$ cat src/rtl/vga_timing_pkg.sv
// Shared 640x480@60 timing constants, image geometry and the registered VGA output bundle
// used by the VRAM scan controller.
package vga_timing_pkg;

  localparam int CLK_DIV   = 4;

  localparam int H_VISIBLE = 640;
  localparam int H_FP      = 16;
  localparam int H_SYNC    = 96;
  localparam int H_BP      = 48;
  localparam int H_TOTAL      = H_VISIBLE + H_FP + H_SYNC + H_BP;
  localparam int H_SYNC_START = H_VISIBLE + H_FP;
  localparam int H_SYNC_END   = H_SYNC_START + H_SYNC;

  localparam int V_VISIBLE = 480;
  localparam int V_FP      = 10;
  localparam int V_SYNC    = 2;
  localparam int V_BP      = 33;
  localparam int V_TOTAL      = V_VISIBLE + V_FP + V_SYNC + V_BP;
  localparam int V_SYNC_START = V_VISIBLE + V_FP;
  localparam int V_SYNC_END   = V_SYNC_START + V_SYNC;

  localparam int IMG_W  = 128;
  localparam int IMG_H  = 96;
  localparam int SCALE  = 5;
  localparam int ADDR_W = 14;
  localparam int COL_W  = 7;
  localparam int ROW_W  = 7;
  localparam int CNT_W  = 10;

  typedef struct packed {
    logic [3:0] red;
    logic [3:0] green;
    logic [3:0] blue;
    logic       hsync;
    logic       vsync;
  } vga_out_t;

  localparam vga_out_t VGA_OUT_RESET = '{red: 4'h0, green: 4'h0, blue: 4'h0,
                                          hsync: 1'b1, vsync: 1'b1};

endpackage

$ cat src/rtl/pixel_tick_gen.sv
// Divides the system clock down to a one-clk pixel enable; tick is high while the
// divider sits at CLK_DIV-1, so the first tick lands on the CLK_DIV-th edge after reset.
module pixel_tick_gen #(
  parameter int CLK_DIV = vga_timing_pkg::CLK_DIV
) (
  input  logic clk,
  input  logic rst_n,
  output logic tick
);

  localparam int DIV_W = $clog2(CLK_DIV);
  localparam logic [DIV_W-1:0] DIV_LAST = DIV_W'(CLK_DIV - 1);

  logic [DIV_W-1:0] div_q, div_d;

  assign tick = (div_q == DIV_LAST);

  always_comb begin
    div_d = tick ? '0 : div_q + DIV_W'(1);
  end

  always_ff @(posedge clk or negedge rst_n) begin
    if (!rst_n) div_q <= '0;
    else        div_q <= div_d;
  end

endmodule

$ cat src/rtl/vram_scan_controller.sv
// Raster timing master: walks the 128x96 image 5x upscaled across a 640x480 screen, drives
// the shared VRAM address and registers the returned plane bits together with the syncs.
module vram_scan_controller #(
  parameter int CLK_DIV   = vga_timing_pkg::CLK_DIV,
  parameter int H_VISIBLE = vga_timing_pkg::H_VISIBLE,
  parameter int H_FP      = vga_timing_pkg::H_FP,
  parameter int H_SYNC    = vga_timing_pkg::H_SYNC,
  parameter int H_BP      = vga_timing_pkg::H_BP,
  parameter int V_VISIBLE = vga_timing_pkg::V_VISIBLE,
  parameter int V_FP      = vga_timing_pkg::V_FP,
  parameter int V_SYNC    = vga_timing_pkg::V_SYNC,
  parameter int V_BP      = vga_timing_pkg::V_BP,
  parameter int SCALE     = vga_timing_pkg::SCALE
) (
  input  logic        clk,
  input  logic        reset,
  output logic [13:0] vram_addr,
  input  logic        red_bit,
  input  logic        green_bit,
  input  logic        blue_bit,
  output logic [3:0]  vga_red,
  output logic [3:0]  vga_green,
  output logic [3:0]  vga_blue,
  output logic        vga_hsync,
  output logic        vga_vsync,
  output logic        frame_start
);

  import vga_timing_pkg::*;

  localparam int HT    = H_VISIBLE + H_FP + H_SYNC + H_BP;
  localparam int VT    = V_VISIBLE + V_FP + V_SYNC + V_BP;
  localparam int HS0   = H_VISIBLE + H_FP;
  localparam int HS1   = HS0 + H_SYNC;
  localparam int VS0   = V_VISIBLE + V_FP;
  localparam int VS1   = VS0 + V_SYNC;
  localparam int SUB_W = $clog2(SCALE + 1);

  logic                 tick;
  logic [CNT_W-1:0]     hcount_q, hcount_d, vcount_q, vcount_d;
  logic [SUB_W-1:0]     hsub_q, hsub_d, vsub_q, vsub_d;
  logic [COL_W-1:0]     col_q, col_d;
  logic [ROW_W-1:0]     row_q, row_d;
  vga_out_t             out_q, out_d;
  logic                 h_end, v_end, h_vis, v_vis, de;

  pixel_tick_gen #(.CLK_DIV(CLK_DIV)) u_tick (
    .clk   (clk),
    .rst_n (reset),
    .tick  (tick)
  );

  assign h_end = (hcount_q == CNT_W'(HT - 1));
  assign v_end = (vcount_q == CNT_W'(VT - 1));
  assign h_vis = (hcount_q < CNT_W'(H_VISIBLE));
  assign v_vis = (vcount_q < CNT_W'(V_VISIBLE));
  assign de    = h_vis && v_vis;

  always_comb begin
    hcount_d = hcount_q;
    vcount_d = vcount_q;
    hsub_d   = hsub_q;
    vsub_d   = vsub_q;
    col_d    = col_q;
    row_d    = row_q;
    out_d    = out_q;
    if (tick) begin
      // The output stage samples the counters as they stand before this tick moves them,
      // so colour and sync share one pixel period of latency.
      out_d.red   = de ? {4{red_bit}}   : 4'h0;
      out_d.green = de ? {4{green_bit}} : 4'h0;
      out_d.blue  = de ? {4{blue_bit}}  : 4'h0;
      out_d.hsync = !((hcount_q >= CNT_W'(HS0)) && (hcount_q < CNT_W'(HS1)));
      out_d.vsync = !((vcount_q >= CNT_W'(VS0)) && (vcount_q < CNT_W'(VS1)));

      hcount_d = h_end ? '0 : hcount_q + CNT_W'(1);
      if (h_vis) begin
        if (hsub_q == SUB_W'(SCALE - 1)) begin
          hsub_d = '0;
          col_d  = col_q + COL_W'(1);
        end else begin
          hsub_d = hsub_q + SUB_W'(1);
        end
      end
      if (h_end) begin
        vcount_d = v_end ? '0 : vcount_q + CNT_W'(1);
        hsub_d   = '0;
        col_d    = '0;
        if (v_vis) begin
          if (vsub_q == SUB_W'(SCALE - 1)) begin
            vsub_d = '0;
            row_d  = row_q + ROW_W'(1);
          end else begin
            vsub_d = vsub_q + SUB_W'(1);
          end
        end
        if (v_end) begin
          vsub_d = '0;
          row_d  = '0;
        end
      end
    end
  end

  always_ff @(posedge clk or negedge reset) begin
    if (!reset) begin
      hcount_q <= '0;
      vcount_q <= '0;
      hsub_q   <= '0;
      vsub_q   <= '0;
      col_q    <= '0;
      row_q    <= '0;
      out_q    <= VGA_OUT_RESET;
    end else begin
      hcount_q <= hcount_d;
      vcount_q <= vcount_d;
      hsub_q   <= hsub_d;
      vsub_q   <= vsub_d;
      col_q    <= col_d;
      row_q    <= row_d;
      out_q    <= out_d;
    end
  end

  // Address comes straight from the counter flops so the BRAM sees a glitch-free value
  // for the whole pixel period.
  assign vram_addr   = {row_q, col_q};
  assign vga_red     = out_q.red;
  assign vga_green   = out_q.green;
  assign vga_blue    = out_q.blue;
  assign vga_hsync   = out_q.hsync;
  assign vga_vsync   = out_q.vsync;
  assign frame_start = tick && h_end && v_end;

endmodule

$ cat config.mk
export PLATFORM = sky130hd
export DESIGN_NAME = vram_scan_controller
export DESIGN_NICKNAME = d
export VERILOG_FILES = /design/src/rtl/vga_timing_pkg.sv /design/src/rtl/pixel_tick_gen.sv /design/src/rtl/vram_scan_controller.sv
export SDC_FILE = /design/constraint.sdc
export NUM_CORES = 1
export LEC_CHECK = 0
export CELL_PAD_IN_SITES_DETAIL_PLACEMENT = 0
export CELL_PAD_IN_SITES_GLOBAL_PLACEMENT = 2
export CORE_UTILIZATION = 33
export DETAILED_ROUTE_END_ITERATION = 6
export GPL_TIMING_DRIVEN = 0
export PLACE_DENSITY_LB_ADDON = 0.1
export REMOVE_ABC_BUFFERS = 1
export SLEW_MARGIN = 20
export SYNTH_ARGS = -nofsm -noshare
export SYNTH_HDL_FRONTEND = slang
export SYNTH_SLANG_ARGS = --single-unit
export TNS_END_PERCENT = 1
$ cat constraint.sdc
create_clock -name clk -period 4.2 [get_ports clk]
set_clock_uncertainty 0.05 [all_clocks]
set_input_delay 0.84 -clock clk [delete_from_list [all_inputs] [get_ports clk]]
set_output_delay 0.84 -clock clk [all_outputs]
set_load 0.02 [all_outputs]
* Yosys cells after proc, flatten, opt, wreduce, memory -nomap -nowiden
Cells that the tools add are included.
Storage, ports and cells: register bits 56, latch bits 0, RAM bits 0, ROM bits 0, input bits 5, output and inout bits 29, memories 0
Operators by class: add/subtract/negate cells 7, multipliers 0, div/mod/pow operators 0, order comparisons 6, equality and inequality tests 5, shifts and indexed selects 0, muxes and demuxes 18, bitwise gates (word level) 0, reductions and logical operators 16
Operator list (count):
- 2-to-1 mux 7 bit | 6
- adder 10 x 1 -> 10 bit, second input constant | 2
- == test 10 bit, second input constant | 2
- < comparator 10 bit, second input constant | 2
- < comparator 10 x 9 -> 1 bit, second input constant | 2
- 2-to-1 mux 10 bit | 2
- 2-to-1 mux 3 bit | 6
- adder 7 x 1 -> 7 bit, second input constant | 2
- 2-to-1 mux 4 bit | 3
- >= comparator 10 bit, second input constant | 1
- >= comparator 10 x 9 -> 1 bit, second input constant | 1
- nonzero test 2 bit | 4
- adder 3 x 1 -> 3 bit, second input constant | 2
- == test 3 bit, second input constant | 2
- AND reduction 3 bit | 2
- logical AND 1 bit | 5
- AND reduction 2 bit | 2
- AND reduction 4 bit | 1
- adder 2 x 1 -> 2 bit, second input constant | 1
- == test 2 bit, second input constant | 1
- zero test 1 bit | 2
- 2-to-1 mux 2 bit | 1

* Depth between registers and ports, before layout
depth after elaboration 4, gate-level depth with buffers 8, gate-level depth less buffers 6

* By module
A second synthesis with hierarchy kept.
Second synthesis, totals: cell total of the unflattened synthesis 276, area total of the unflattened synthesis 2612.5 um^2
By module, submodules not included:
- vram_scan_controller | instances 1, cells each 272, area each 2546.2 um^2, seq. area each 1128.6 um^2
- pixel_tick_gen | instances 1, cells each 4, area each 66.3 um^2, seq. area each 50.0 um^2

* Least setup slack after synthesis
Ideal clock, no wire load.
path type reg-to-output, from reg hcount_q[5], to out frame_start, arrival 2043 ps, data required time 3310 ps, setup slack 1267 ps, cell stages (with the launch flop) 6, path buffers 2, path through dfrtp_1 or4b_4 or3_2 clkbuf_1 clkbuf_1 nor2_1
On the way: longest elaborated chain between the ends 3
Ends and longest elaborated chain:
- start: declaration | RTL line vram_scan_controller.sv:40 | logic [CNT_W-1:0] hcount_q, hcount_d, vcount_q, vcount_d;
- start signal: assignment | RTL line vram_scan_controller.sv:115 | hcount_q <= hcount_d;
- == test 10 bit | RTL line vram_scan_controller.sv:53 | assign h_end = (hcount_q == CNT_W'(HT - 1));
- logical AND 1 bit (2 in a row) | RTL line vram_scan_controller.sv:133 | assign frame_start = tick && h_end && v_end;
- end: declaration | RTL line vram_scan_controller.sv:26 | output logic frame_start
No other way between the ends.

* Final worst setup path
from reg u_tick.div_q[0], to out frame_start
On the way: longest elaborated chain between the ends 3
Ends and longest elaborated chain:
- start: declaration | RTL line pixel_tick_gen.sv:14 | logic [DIV_W-1:0] div_q, div_d;
- start signal: assignment | RTL line pixel_tick_gen.sv:24 | else div_q <= div_d;
- == test 2 bit | RTL line pixel_tick_gen.sv:16 | assign tick = (div_q == DIV_LAST);
- logical AND 1 bit (2 in a row) | RTL line vram_scan_controller.sv:133
No other way between the ends.

==> flow_metrics.py <==
metrics = {
    "outcome": {
        "status": "completed",
    },
    "sta": {
        "setup_tns_ps": 0,
        "fmaxAchievable_mhz": 262,
        "layout_min_cycle_time_ps": 3810,
        "setup_viol": 0,
        "finalHoldViolations": 0,
        "fin_hold_ws_ps": 385,
        "tightest_slew_ps": 747,
        "worst_slack_ps": 386,
        "finalMaxSlewViolations": 0,
        "fin_crit_sh_pct": 90.8,
        "maxSlewHeadroom_pct": 49.5,
        "rsz0062_at_grt": "no",
    },
    "pwr": {
        "powerDensity_nw_per_um2": 260,
        "ir_drop_uv": 104,
        "power_frac_seq_pct": 57.1,
        "p_int_mw": 0.618,
        "p_leak_nw": 1.26,
        "power_frac_clock_pct": 38.8,
        "p_switching_mw": 0.180,
        "swShare_pct": 22.6,
        "power_frac_comb_pct": 4.2,
        "power_mw": 0.798,
    },
    "grt": {
        "gr-usage-all-layers_pct": 15.5,
        "grt_pass1_wl_mm": 10.2,
        "grt_pass1_vias": 1976,
        "antenna_found_initial": 0,
        "overflow": 0,
        "grt_start_max_net_pins": 48,
    },
    "worst_setup_path": {
        "regToRegSetupSlack_ps": 1580,
        "path_class": "reg2out",
        "rr_startpoint": "u_tick.div_q[0]$_DFF_PN0_",
        "crit_required_ps": 3310,
        "worstPathArrival_ps": 2920,
        "worst-path-max-fanout": 17,
        "crit_start": "u_tick.div_q[0]$_DFF_PN0_",
        "start_kind": "register",
        "worstSetupEndpointType": "primary output",
        "ff2ff_path_depth": 5,
        "r2r_end": "vsub_q[2]$_DFFE_PN0P_",
    },
    "synth": {
        "yosysWarnings": 0,
        "syn_area_per_cell_um2": 9.62,
        "synth-edff-count": 0,
        "netlist_area_um2": 2620,
        "ys.flop_type": "dfrtp_1",
        "async_flop_share_pct": 100,
        "ys_seq_area_share_pct": 45.1,
        "synth-seq-cells": 47,
        "yosysUniqueCellTypes": 52,
        "syn_inst": 272,
    },
    "clock_network": {
        "clock-sinks": 47,
        "cts.path.max_buffers": 2,
        "cts_made_buffers": 5,
        "cts-hold-fix-buffers": 0,
        "post_cts_buffers": 0,
        "clock_latency_ps": 300,
        "clockRootBuffer": "clkbuf_8",
        "htreeDepth": 2,
        "tritoncts": "yes",
        "clk_pin_slew_worst_paths_ps": 90,
        "post_cts_resized": 0,
    },
    "floorplanning": {
        "die_area_um2": 8290,
        "die_h_um": 91.0,
        "rows": 32,
        "die_x_um": 91.0,
        "initial_utilization_pct": 34.0,
        "ioPinCount": 34,
        "core-area_um2": 7690,
    },
    "place": {
        "portBuffers": 33,
        "place_hpwl_mm": 3.89,
        "dpl_cell_area_um2": 2960,
        "pre_cts_slack_ps": 420,
        "gp_congestion": 0.682,
        "place_inst": 388,
    },
    "final_layout": {
        "final_common_cell": "dfrtp_1",
        "nFillCells": 796,
        "drive_gt1_share_pct": 9.18,
        "fin_util_pct": 40.0,
        "stdcell_count": 396,
        "syn_to_final_growth_pct": 17.5,
        "fin_nets": 309,
        "layout_common_cells": "dfrtp_1 (45), clkdlybuf4s50_1 (32), inv_1 (19), nand2_1 (19), nand3_1 (17)",
        "final_cell_area_um2": 3070,
        "multi_input_area_um2": 1270,
        "num_antenna_cells": 0,
        "seqCellArea_um2": 1180,
    },
    "drt": {
        "routed_wl_mm": 6.05,
        "remaining_drc_errors": 0,
        "ant_nets": 0,
        "drt_iter0_drc": 111,
        "via_per_inst": 5.24,
        "via_count": 2076,
        "wire_per_inst_um": 15.3,
        "first_pass_iters": 4,
    },
    "job": {
        "cap_violations": 0,
    },
    "worst_hold_path": {
        "min_path_type": "reg2reg",
        "holdPathEnd": "u_tick.div_q[0]$_DFF_PN0_",
        "min_from": "u_tick.div_q[0]$_DFF_PN0_",
        "holdPathStages": 1,
    },
}
## Yosys cell counts, drive strengths merged, types with 4 or more instances
library cell / number / area share [%]
or3: 6 / 1.6
nor3: 8 / 1.5
nand4: 7 / 1.7
o21ai: 15 / 2.9
dfrtp: 45 / 43
inv: 19 / 2.7
a21oi: 11 / 2.1
nand3: 17 / 3.3
ha: 11 / 5.3
nand2: 20 / 3.0
a22o: 5 / 1.7
nor2: 14 / 2.0
xnor2: 4 / 1.3
buf: 10 / 3.0
a31oi: 6 / 1.4
clkbuf: 9 / 1.3
## cell families (layout without fill, tap and decap cells)
| kind of cell | Yosys count | after routing | synth area share, % |
|---|---|---|---|
| DFF | 47 | 47 | 45.1 |
| muxes | 4 | 4 | 1.63 |
| xor gates and xnor gates | 6 | 6 | 2.01 |
| and+or+nand+nor | 97 | 97 | 20.3 |
| AOI/OAI and AO/OA | 69 | 69 | 18.7 |
| adders and majority gates | 11 | 11 | 5.26 |
| buffers and inverters | 38 | 60 | 7.03 |
## worst max-delay path: stages (launching register included)
cell	delay, ps
dfrtp_1	360
ha_2	420
nand4_1	320
or3_2	740
nor2_1	150
clkdlybuf4s50_1	620
## power groups by stage
stage          Sequential, mW  Combinational (mW)  Clock [mW]
2_1_floorplan           0.472             0.00169           0
3_3_place_gp            0.464              0.0348           0
3_5_place_dp            0.465              0.0346           0
4_1_cts                 0.456              0.0346       0.323
5_1_grt                 0.456              0.0367       0.338
6_report                0.455              0.0334       0.309
## sequential cells by signal (all words and copies together), names as in the netlist, 2 cells and up
register and flops:
hcount_q 10, vcount_q 10, col_q 7, row_q 7
hsub_q 3, vsub_q 3, u_tick.div_q 2
## metal layers
layer | up-vias | share of wire [%] | global-route usage (%)
met1 | 1015 | 52 | 22.1
met2 | 23 | 45 | 23.8
met5 | - | 0 | 0
met4 | 0 | 1.1 | 4.37
li1 | 1030 | - | -
met3 | 8 | 2.5 | 2.85
## area by class of cell
type | instances | area share, %
Tap cell | 102 | 4.15
Multi-Input combinational cell | 187 | 41.2
Timing Repair Buffer | 33 | 10.7
Sequential cell | 47 | 38.4
Inverter | 19 | 2.32
Clock buffer | 8 | 3.26
## worst max-delay path by stage
stage                  end  slack [ps]
2_1_floorplan  frame_start        1380
3_3_place_gp   frame_start         460
3_5_place_dp   frame_start         420
4_1_cts        frame_start          60
5_1_grt        frame_start         150
6_report       frame_start         390
(Power assumes the default switching activity.)
